### src/rtl/cc_step_ctrl.sv
// cc_step_ctrl: step sequencer and state register for the 3-bit up/down
// next-state logic. It holds the current state `ea`, presents a registered
// direction `up` to the external next-state block, and commits that block's
// result `pe` once per step.
//
// A step runs IDLE -> SETTLE -> COMMIT -> IDLE. SETTLE is a guard cycle
// that lets the external `pe` settle against the freshly registered `up`.
// Steps start either from a level-sensitive manual request or from a
// prescaler that counts IDLE cycles in auto mode.
module cc_step_ctrl #(
    parameter int          DIV_W       = 8,
    parameter logic [2:0]  RESET_STATE = 3'b000
) (
    input  logic             clk,
    input  logic             rst_n,
    input  logic             mode,
    input  logic             dir,
    input  logic             req,
    input  logic [DIV_W-1:0] div,
    input  logic [2:0]       pe,
    output logic [2:0]       ea,
    output logic             up,
    output logic             ack,
    output logic             wrap,
    output logic             busy,
    output logic [7:0]       step_cnt
);

    typedef enum logic [1:0] {
        S_IDLE   = 2'd0,
        S_SETTLE = 2'd1,
        S_COMMIT = 2'd2
    } state_t;

    state_t           state_q, state_d;
    logic [2:0]       ea_q, ea_d;
    logic             up_q, up_d;
    logic             ack_q, ack_d;
    logic             wrap_q, wrap_d;
    logic [7:0]       step_cnt_q, step_cnt_d;
    logic [DIV_W-1:0] cnt_q, cnt_d;
    logic             step_start;

    // Step-start decision and auto-mode prescaler. The prescaler only
    // advances while IDLE and is held at zero in manual mode, so entering
    // auto mode always begins a full div+1 cycle period.
    always_comb begin
        step_start = 1'b0;
        cnt_d      = cnt_q;
        if (!mode) begin
            cnt_d = '0;
            if ((state_q == S_IDLE) && req) begin
                step_start = 1'b1;
            end
        end else if (state_q == S_IDLE) begin
            if (cnt_q == div) begin
                step_start = 1'b1;
                cnt_d      = '0;
            end else begin
                cnt_d = cnt_q + 1'b1;
            end
        end
    end

    // Next-state and registered-output logic for the step FSM. `ack` and
    // `wrap` default low so they pulse for exactly one cycle after commit.
    always_comb begin
        state_d    = state_q;
        ea_d       = ea_q;
        up_d       = up_q;
        ack_d      = 1'b0;
        wrap_d     = 1'b0;
        step_cnt_d = step_cnt_q;
        case (state_q)
            S_IDLE: begin
                if (step_start) begin
                    // Direction is latched here and held for the whole step;
                    // later `dir` changes cannot disturb the settling `pe`.
                    state_d = S_SETTLE;
                    up_d    = dir;
                end
            end
            S_SETTLE: begin
                state_d = S_COMMIT;
            end
            S_COMMIT: begin
                state_d    = S_IDLE;
                ea_d       = pe;
                ack_d      = 1'b1;
                wrap_d     = (pe == RESET_STATE);
                step_cnt_d = step_cnt_q + 8'd1;
            end
            default: begin
                state_d = S_IDLE;
            end
        endcase
    end

    // State and output registers; reset abandons any step in flight.
    always_ff @(posedge clk or negedge rst_n) begin
        if (!rst_n) begin
            state_q    <= S_IDLE;
            ea_q       <= RESET_STATE;
            up_q       <= 1'b0;
            ack_q      <= 1'b0;
            wrap_q     <= 1'b0;
            step_cnt_q <= 8'd0;
            cnt_q      <= '0;
        end else begin
            state_q    <= state_d;
            ea_q       <= ea_d;
            up_q       <= up_d;
            ack_q      <= ack_d;
            wrap_q     <= wrap_d;
            step_cnt_q <= step_cnt_d;
            cnt_q      <= cnt_d;
        end
    end

    assign ea       = ea_q;
    assign up       = up_q;
    assign ack      = ack_q;
    assign wrap     = wrap_q;
    assign busy     = (state_q != S_IDLE);
    assign step_cnt = step_cnt_q;

endmodule

### config.mk
export PLATFORM = sky130hd
export DESIGN_NAME = cc_step_ctrl
export DESIGN_NICKNAME = d
export VERILOG_FILES = /design/src/rtl/cc_step_ctrl.sv
export SDC_FILE = /design/constraint.sdc
export NUM_CORES = 1
export LEC_CHECK = 0
export CAP_MARGIN = 20
export CORE_ASPECT_RATIO = 1.4
export CORE_MARGIN = 2
export CORE_UTILIZATION = 45
export DETAILED_ROUTE_END_ITERATION = 12
export PLACE_DENSITY = 0.83
export SYNTH_ARGS = -nofsm -noshare
export SYNTH_HDL_FRONTEND = slang
export SYNTH_SLANG_ARGS = --single-unit
### constraint.sdc
create_clock -name clk -period 2.2 [get_ports clk]
set_input_delay 0.44 -clock clk [delete_from_list [all_inputs] [get_ports clk]]
set_output_delay 0.44 -clock clk [all_outputs]
set_load 0.005 [all_outputs]
==> metrics.md, run 1 <==
| Metric | Value |
|---|---|
| Crit end category | `output pin` |
| Clock share of power | `20.6%` |
| Switching part of the total | `roughly 27%` |
| Critical Path RT | `about 1800 ps` |
| Final sum of negative setup slack | `0 ps` |
| Slew margin rel. | `80.3%` |
| DRC viols | `0` |
| H-tree Lvls | `1` |
| Endpoints failing setup | `0` |
| Drt first pass iters | `4` |
| Vias in the first global route | `916` |
| Syn avg cell area | `about 11 um2` |
| Number of diodes | `0` |
| CTS clk-pin slew, worst paths | `120 ps` |
| Gate Count Post-Synth | `roughly 110` |
| Max-cap viol count | `0` |
| Placed cell count | `about 170` |
| Root Buffer | `clkbuf_4` |
| Hold Crit Class | `in2async` |
| Max Slew Vio Count | `0` |
| Power Internal | `a little under 800 uW` |
| Crit path DAT | `~1600 ps` |
| Largest net degree at the start of global routing | `25` |
| Peak supply drop | `0.375 mV` |
| Total track usage | `17.8%` |
| Unrepaired setup endpoints after global routing | `false` |
| Layout cells sized above 1 | `9.72%` |
| IO Port Bufs | `30` |
| Met3 Use GR | `3.39%` |
| Logic pwr share | `about a quarter` |
| WS Path Type | `reg2out` |
| Via density | `5.15` |
| Register area share after synthesis | `just over 50%` |
| Total wire length | `2.25 mm` |
| Site row count | `21` |
| Actual slew at the worst max-slew pin | `between 200 and 300 ps` |
| Net Sw Power | `between 200 and 300 uW` |
| Total power per unit cell area | `roughly 690 mW/mm2` |
| Hold_buf cts | `0` |
| Fin crit share | `between 90% and 100%` |
| Cts bufs inserted | `3` |
| DR WL/cell | `~13 um` |
| Startpoint types | `flop` |
| Syn-to-layout area delta | `32.6%` |
| Post-DRT Antenna Nets | `0` |
| Post-DP HPWL | `roughly 1.8 mm` |
| Vias | `around 920` |
| DIE AREA | `roughly 0.003 mm2` |
| Netlist Area Pre-Place | `0.00117 mm2` |
| LEAKAGE | `slightly below 0.0007 uW` |
| Status | `finished clean` |
| Final GP Congestion | `approximately 0.9` |
| Synth cell types | `32` |
| Sequential share of power | `53.2%` |
| Yosys warns | `0` |
| Initial Utilization | `a little under half` |
| Die height | `between 60 and 70 um` |
| Antenna violations before repair | `0` |
| Final #Nets | `163` |
| Setup Skew | `approximately 4.8 ps` |
| First-pass GRT wire length | `around 4.0 mm` |
| Chip Width | `~47 um` |
| CTS tree | `built` |
| Setup slack, reg-to-reg | `460 ps` |
| Max clock buf depth | `2` |
| Grt ovf | `0` |
| PostCTS Resize Cnt | `0` |
| GR met1 Demand/Resource | `between 20 and 25%` |
| # IOs | `31` |
| Fin cells | `178` |
| Seq cells post-synth | `24` |
| Syn_nets | `between 100 and 150` |
| Maximum fanout along the worst path | `5` |
| CTS Sinks | `24` |
| Final Hold Vio Count | `0` |
| Min Tclk post-route | `2000 ps` |
| Core ar. | `roughly 0.0024 mm2` |
| GRT Max-Usage Layer | `met2` |
| DR iter-0 viols | `13` |
| Fmax achieved | `~0.5 GHz` |
| Setup bufs post-CTS | `0` |
| GR Util met2 | `around 29%` |
| Clk_lat worst skew | `about 300 ps` |
-- stage by stage --
stage | util, % | hold WS [ps] | power, uW | worst slack [ps] | cell area (um2)
2_1_floorplan | - | 144 | 677 | 609 | 1170
3_3_place_gp | 62.0 | 458 | 843 | 137 | 1520
3_5_place_dp | 62.0 | 468 | 864 | 50.3 | 1520
4_1_cts | 63.5 | 486 | 1090 | 183 | 1550
5_1_grt | 63.5 | 492 | 1150 | 87.3 | 1550
6_report | 63.5 | 488 | 1070 | 196 | 1550
-- power groups by stage --
stage | Clock [uW] | Combinational, uW | Sequential (uW)
final | 221 | 280 | 569
after global routing | 256 | 316 | 579
after CTS | 230 | 286 | 570
after detailed placement | 0 | 285 | 579
after global placement | 0 | 271 | 572
after floorplan | 0 | 105 | 572
-- final timing paths --
check,endpoint,startpoint,cells past startpoint
setup / recovery,busy,state_q[1]$_DFFE_PN0P_,3
hold / removal,cnt_q[2]$_DFFE_PN0P_,rst_n,2
setup reg to reg,up$_DFFE_PN0P_,cnt_q[3]$_DFFE_PN0P_,5
hold reg to reg,state_q[1]$_DFFE_PN0P_,state_q[1]$_DFFE_PN0P_,1
max in group asynchronous,state_q[0]$_DFFE_PN0P_,rst_n,2
min in group clk,state_q[1]$_DFFE_PN0P_,state_q[1]$_DFFE_PN0P_,1
-- cell families (layout without fill, tap and decap cells) --
| logic type | count (synthesis) | in the layout | share of synthesized area [%] |
|---|---|---|---|
| and+or+nand+nor | 48 | 48 | 22.7 |
| DFF | 24 | 24 | 51.3 |
| xor gates and xnor gates | 15 | 15 | 11.2 |
| AOI/OAI and AO/OA | 14 | 14 | 8.77 |
| buffers and inverters | 6 | 39 | 2.03 |
| adders and majority gates | 2 | 2 | 2.14 |
| muxes | 2 | 2 | 1.82 |
-- metal layers --
layer,vias to the layer above,share of wire (%),wire (um)
li1,458,-,-
met1,425,44,986
met2,32,51,1150
met3,2,4.3,96
met4,0,0.53,12
met5,-,0,0
-- registers in the layout (all words and copies together) (netlist names) --
signal	count
ack	1
cnt_q	8
ea	3
state_q	2
step_cnt	8
up	1
wrap	1
-- critical path: stages, from the launching register on --
cell             delay, ps
dfrtp_1                420
nor2_2                 230
inv_1                  140
clkdlybuf4s50_1        470
-- cell type report --
class,count,area [um2]
timing repair buffer,32,315
clock buffer,4,36.3
tap,34,42.5
fill,214,892
sequential,24,601
multi-input combinational,81,546
inverter,3,11.3
-- placed cells by master (no fill, tap or decap), drive strengths merged, types with 2 or more instances in the layout --
cell / netlist / final
clkdlybuf4s50: 0 / 30
dfrtp: 24 / 24
nand2: 20 / 20
xor2: 9 / 9
xnor2: 6 / 6
and3: 5 / 5
a22oi: 5 / 5
o31ai: 5 / 5
nand3: 5 / 5
nand4: 4 / 4
clkbuf: 1 / 4
nor2: 3 / 3
inv: 3 / 3
nor4: 3 / 3
nor2b: 2 / 2
a31oi: 2 / 2
a21boi: 2 / 2
ha: 2 / 2
buf: 2 / 2
or2: 2 / 2
-- cells in the mapped netlist --
library cell	count	area (um2)
dfrtp_1	24	601
nand2_1	19	71.3
xor2_1	9	78.8
xnor2_1	6	52.6
a22oi_1	5	37.5
and3_1	5	31.3
o31ai_1	5	37.5
nand3_1	4	20.0
nand4_1	4	25.0
a21boi_0	2	15.0
a31oi_1	2	12.5
ha_1	2	25.0
inv_1	2	7.51
nor2_2	2	12.5
nor2b_1	2	12.5
nor4_2	2	25.0
and2_1	1	6.26
and4_1	1	8.76
buf_1	1	3.75
buf_2	1	5.00
clkbuf_1	1	3.75
inv_2	1	3.75
mux2_1	1	11.3
mux2i_1	1	10.0
nand2_2	1	6.26
nand2b_1	1	6.26
nand3_2	1	10.0
nand3b_1	1	7.51
nor2_1	1	3.75
nor4_1	1	6.26
or2_1	1	6.26
or2_2	1	6.26
Note: power is estimated with default switching activity, not from simulation.
==> run 2: changes to the inputs <==
--- a/config.mk
+++ b/config.mk
@@ -8,9 +8,9 @@
 export CAP_MARGIN = 20
 export CORE_ASPECT_RATIO = 1.4
 export CORE_MARGIN = 2
-export CORE_UTILIZATION = 45
+export CORE_UTILIZATION = 42
 export DETAILED_ROUTE_END_ITERATION = 12
-export PLACE_DENSITY = 0.83
+export PLACE_DENSITY = 0.81
 export SYNTH_ARGS = -nofsm -noshare
 export SYNTH_HDL_FRONTEND = slang
 export SYNTH_SLANG_ARGS = --single-unit
==> constraint.sdc (replaced) <==
create_clock -name clk -period 1.6 [get_ports clk]
set_input_delay 0.32 -clock clk [delete_from_list [all_inputs] [get_ports clk]]
set_output_delay 0.32 -clock clk [all_outputs]
set_load 0.005 [all_outputs]
==> run 2 against run 1 <==
The flow now finishes with violations (setup timing). Register-to-register slack got worse by 560 ps. Non-clock buffer count rose by 26. Sequential power rose by 34%. Sequential share of layout area fell by 6.5 points. Clock skew fell by 2.0 ps. Global-route usage rose by 0.58 points. Critical path depth rose by 3. Via count rose by 19%. Critical path type is now reg2reg. Largest cell class is now multi-input gates.
==> metrics.md, run 2 (synthesized netlist as in run 1, its figures left out) <==
| Metric | Value |
|---|---|
| Final Cell Area | `0.00186 mm2` |
| LEAKAGE | `0.000903 uW` |
| Setup Skew | `roughly 2.8 ps` |
| Via density | `between 5 and 6` |
| Final #Nets | `between 150 and 200` |
| Most frequent cells in the layout | `buf_4 (28), dfrtp_1 (24), clkdlybuf4s50_1 (22)` |
| Vias | `roughly 1,100` |
| DR iter-0 viols | `25` |
| Violated checks | `setup timing` |
| # IOs | `31` |
| Total wire length | `3.15 mm` |
| WS Path Type | `reg2reg` |
| Final GP Congestion | `approximately 0.90` |
| Worst slack, placed | `-374 ps` |
| Chip Width | `~50 um` |
| Placed inst area | `roughly 0.0016 mm2` |
| Clk_lat worst skew | `roughly 330 ps` |
| Final Hold Vio Count | `0` |
| CTS Sinks | `24` |
| Endpoints failing setup | `5` |
| Final WS setup | `-99.7 ps` |
| Number of diodes | `0` |
| DIE AREA | `between 0.003 and 0.004 mm2` |
| Critical Path RT | `1820 ps` |
| CTS tree | `built` |
| Drt first pass iters | `4` |
| Initial Utilization | `44.3%` |
| Status | `finished, violations left` |
| Area of the multi-input gates | `648 um2` |
| Syn-to-layout area delta | `59.1%` |
| Layout cells sized above 1 | `a little under a third` |
| Fmax achieved | `~0.6 GHz` |
| Slew margin rel. | `75.2%` |
| First-pass GRT wire length | `between 4 and 5 mm` |
| CTS clk-pin slew, worst paths | `approximately 130 ps` |
| Crit path DAT | `1920 ps` |
| Hold Crit Class | `in2async` |
| Max-cap viol count | `0` |
| Post-DP HPWL | `roughly 1.9 mm` |
| Maximum fanout along the worst path | `5` |
| Site row count | `22` |
| IO Port Bufs | `30` |
| Most common cell after layout, fill and taps aside | `buf_4` |
| Sequential Area | `~600 um2` |
| Core ar. | `about 0.0026 mm2` |
| DR WL/cell | `approximately 15 um` |
| Actual slew at the worst max-slew pin | `373 ps` |
| H-tree Lvls | `1` |
| Total power per unit cell area | `approximately 850 mW/mm2` |
| R2R cell count | `6` |
| Largest net degree at the start of global routing | `25` |
| Peak supply drop | `~0.78 mV` |
| Max Slew Vio Count | `0` |
| Hold_buf cts | `0` |
| Vias in the first global route | `between 900 and 1,000` |
| Post-DRT Antenna Nets | `0` |
| DRC viols | `0` |
| Cts bufs inserted | `3` |
| Antenna violations before repair | `0` |
| Grt ovf | `0` |
| Startpoint types | `flop` |
| Fin crit share | `106%` |
| Die height | `66.4 um` |
| Total track usage | `between 10% and 20%` |
| Max clock buf depth | `2` |
| Min Tclk post-route | `between 1500 and 2000 ps` |
| Crit end category | `flop` |
| Root Buffer | `clkbuf_4` |
| Total power | `1590 uW` |
| Fillers | `208` |
| Unrepaired setup endpoints after global routing | `true` |
## run 2: cell count changes in the layout (fill, tap and decap cells not counted), moves of 2 or more
cell             previous run  this run
buf_4                       2        28
clkdlybuf4s50_1            30        22
a22oi_1                     5         0
a22oi_2                     0         5
dlymetal6s2s_1              0         5
xor2_1                      9         6
xor2_2                      0         3
dlygate4sd2_1               0         2
nor4_2                      2         0
nor4_4                      0         2
## run 2: power breakdown
group	internal, uW	total [uW]	switching, uW
sequential	693	763	70.6
combinational	299	495	196
clock	140	329	189
total	1130	1590	456
## run 2: through the flow
step                hold WS, ps  instances  TNS [ps]  util (%)
floorplan                  24.4        111         0         -
global placement            457        186     -2730      60.3
detailed placement          462        186     -2730      60.3
CTS                         340        194     -26.6      62.8
global route                374        207      -867      70.5
finish                      334        207      -267      70.5
## run 2: path summary, 6_finish.rpt
kind,end,start,slack (ps)
max reg2reg,cnt_q[3]$_DFFE_PN0P_,cnt_q[5]$_DFFE_PN0P_,-100
max in group asynchronous,cnt_q[7]$_DFFE_PN0P_,rst_n,1030
max,cnt_q[3]$_DFFE_PN0P_,cnt_q[5]$_DFFE_PN0P_,-100
min,step_cnt[2]$_DFFE_PN0P_,rst_n,330
min in group clk,step_cnt[7]$_DFFE_PN0P_,step_cnt[7]$_DFFE_PN0P_,490
min reg2reg,step_cnt[7]$_DFFE_PN0P_,step_cnt[7]$_DFFE_PN0P_,490
## run 2: layout make-up
class	count	area share [%]
well taps	36	2.42
inverters	3	0.605
clock buffers	4	1.95
repair buffers	58	28.0
flip-flops and latches	24	32.3
multi-input cells	82	34.8
## run 2: what timing repair did
action | in CTS | in global routing
pin swaps | 3 | 9
endpoints found under the setup margin | 9 | 14
resized for setup | 5 | 22
gates cloned | 0 | 1
buffers inserted | 4 | 12
hold endpoints to repair | 0 | 0
## run 2: critical path, stage by stage (launching register included)
cell     delay, ps
dfrtp_1        450
xor2_2         180
nor4_4         360
nand2_2        180
buf_4          180
a22oi_2        150
o31ai_1        100
## run 2: routing by layer
metal / wire length, um / up-vias / part of all wire [%] / global-route usage, %
li1: - / 505 / - / -
met1: 1260 / 548 / 40 / 21.4
met5: 0 / - / 0 / 0
met3: 111 / 8 / 3.5 / 3.85
met4: 76 / 0 / 2.4 / 10.0
met2: 1700 / 26 / 54 / 31.5
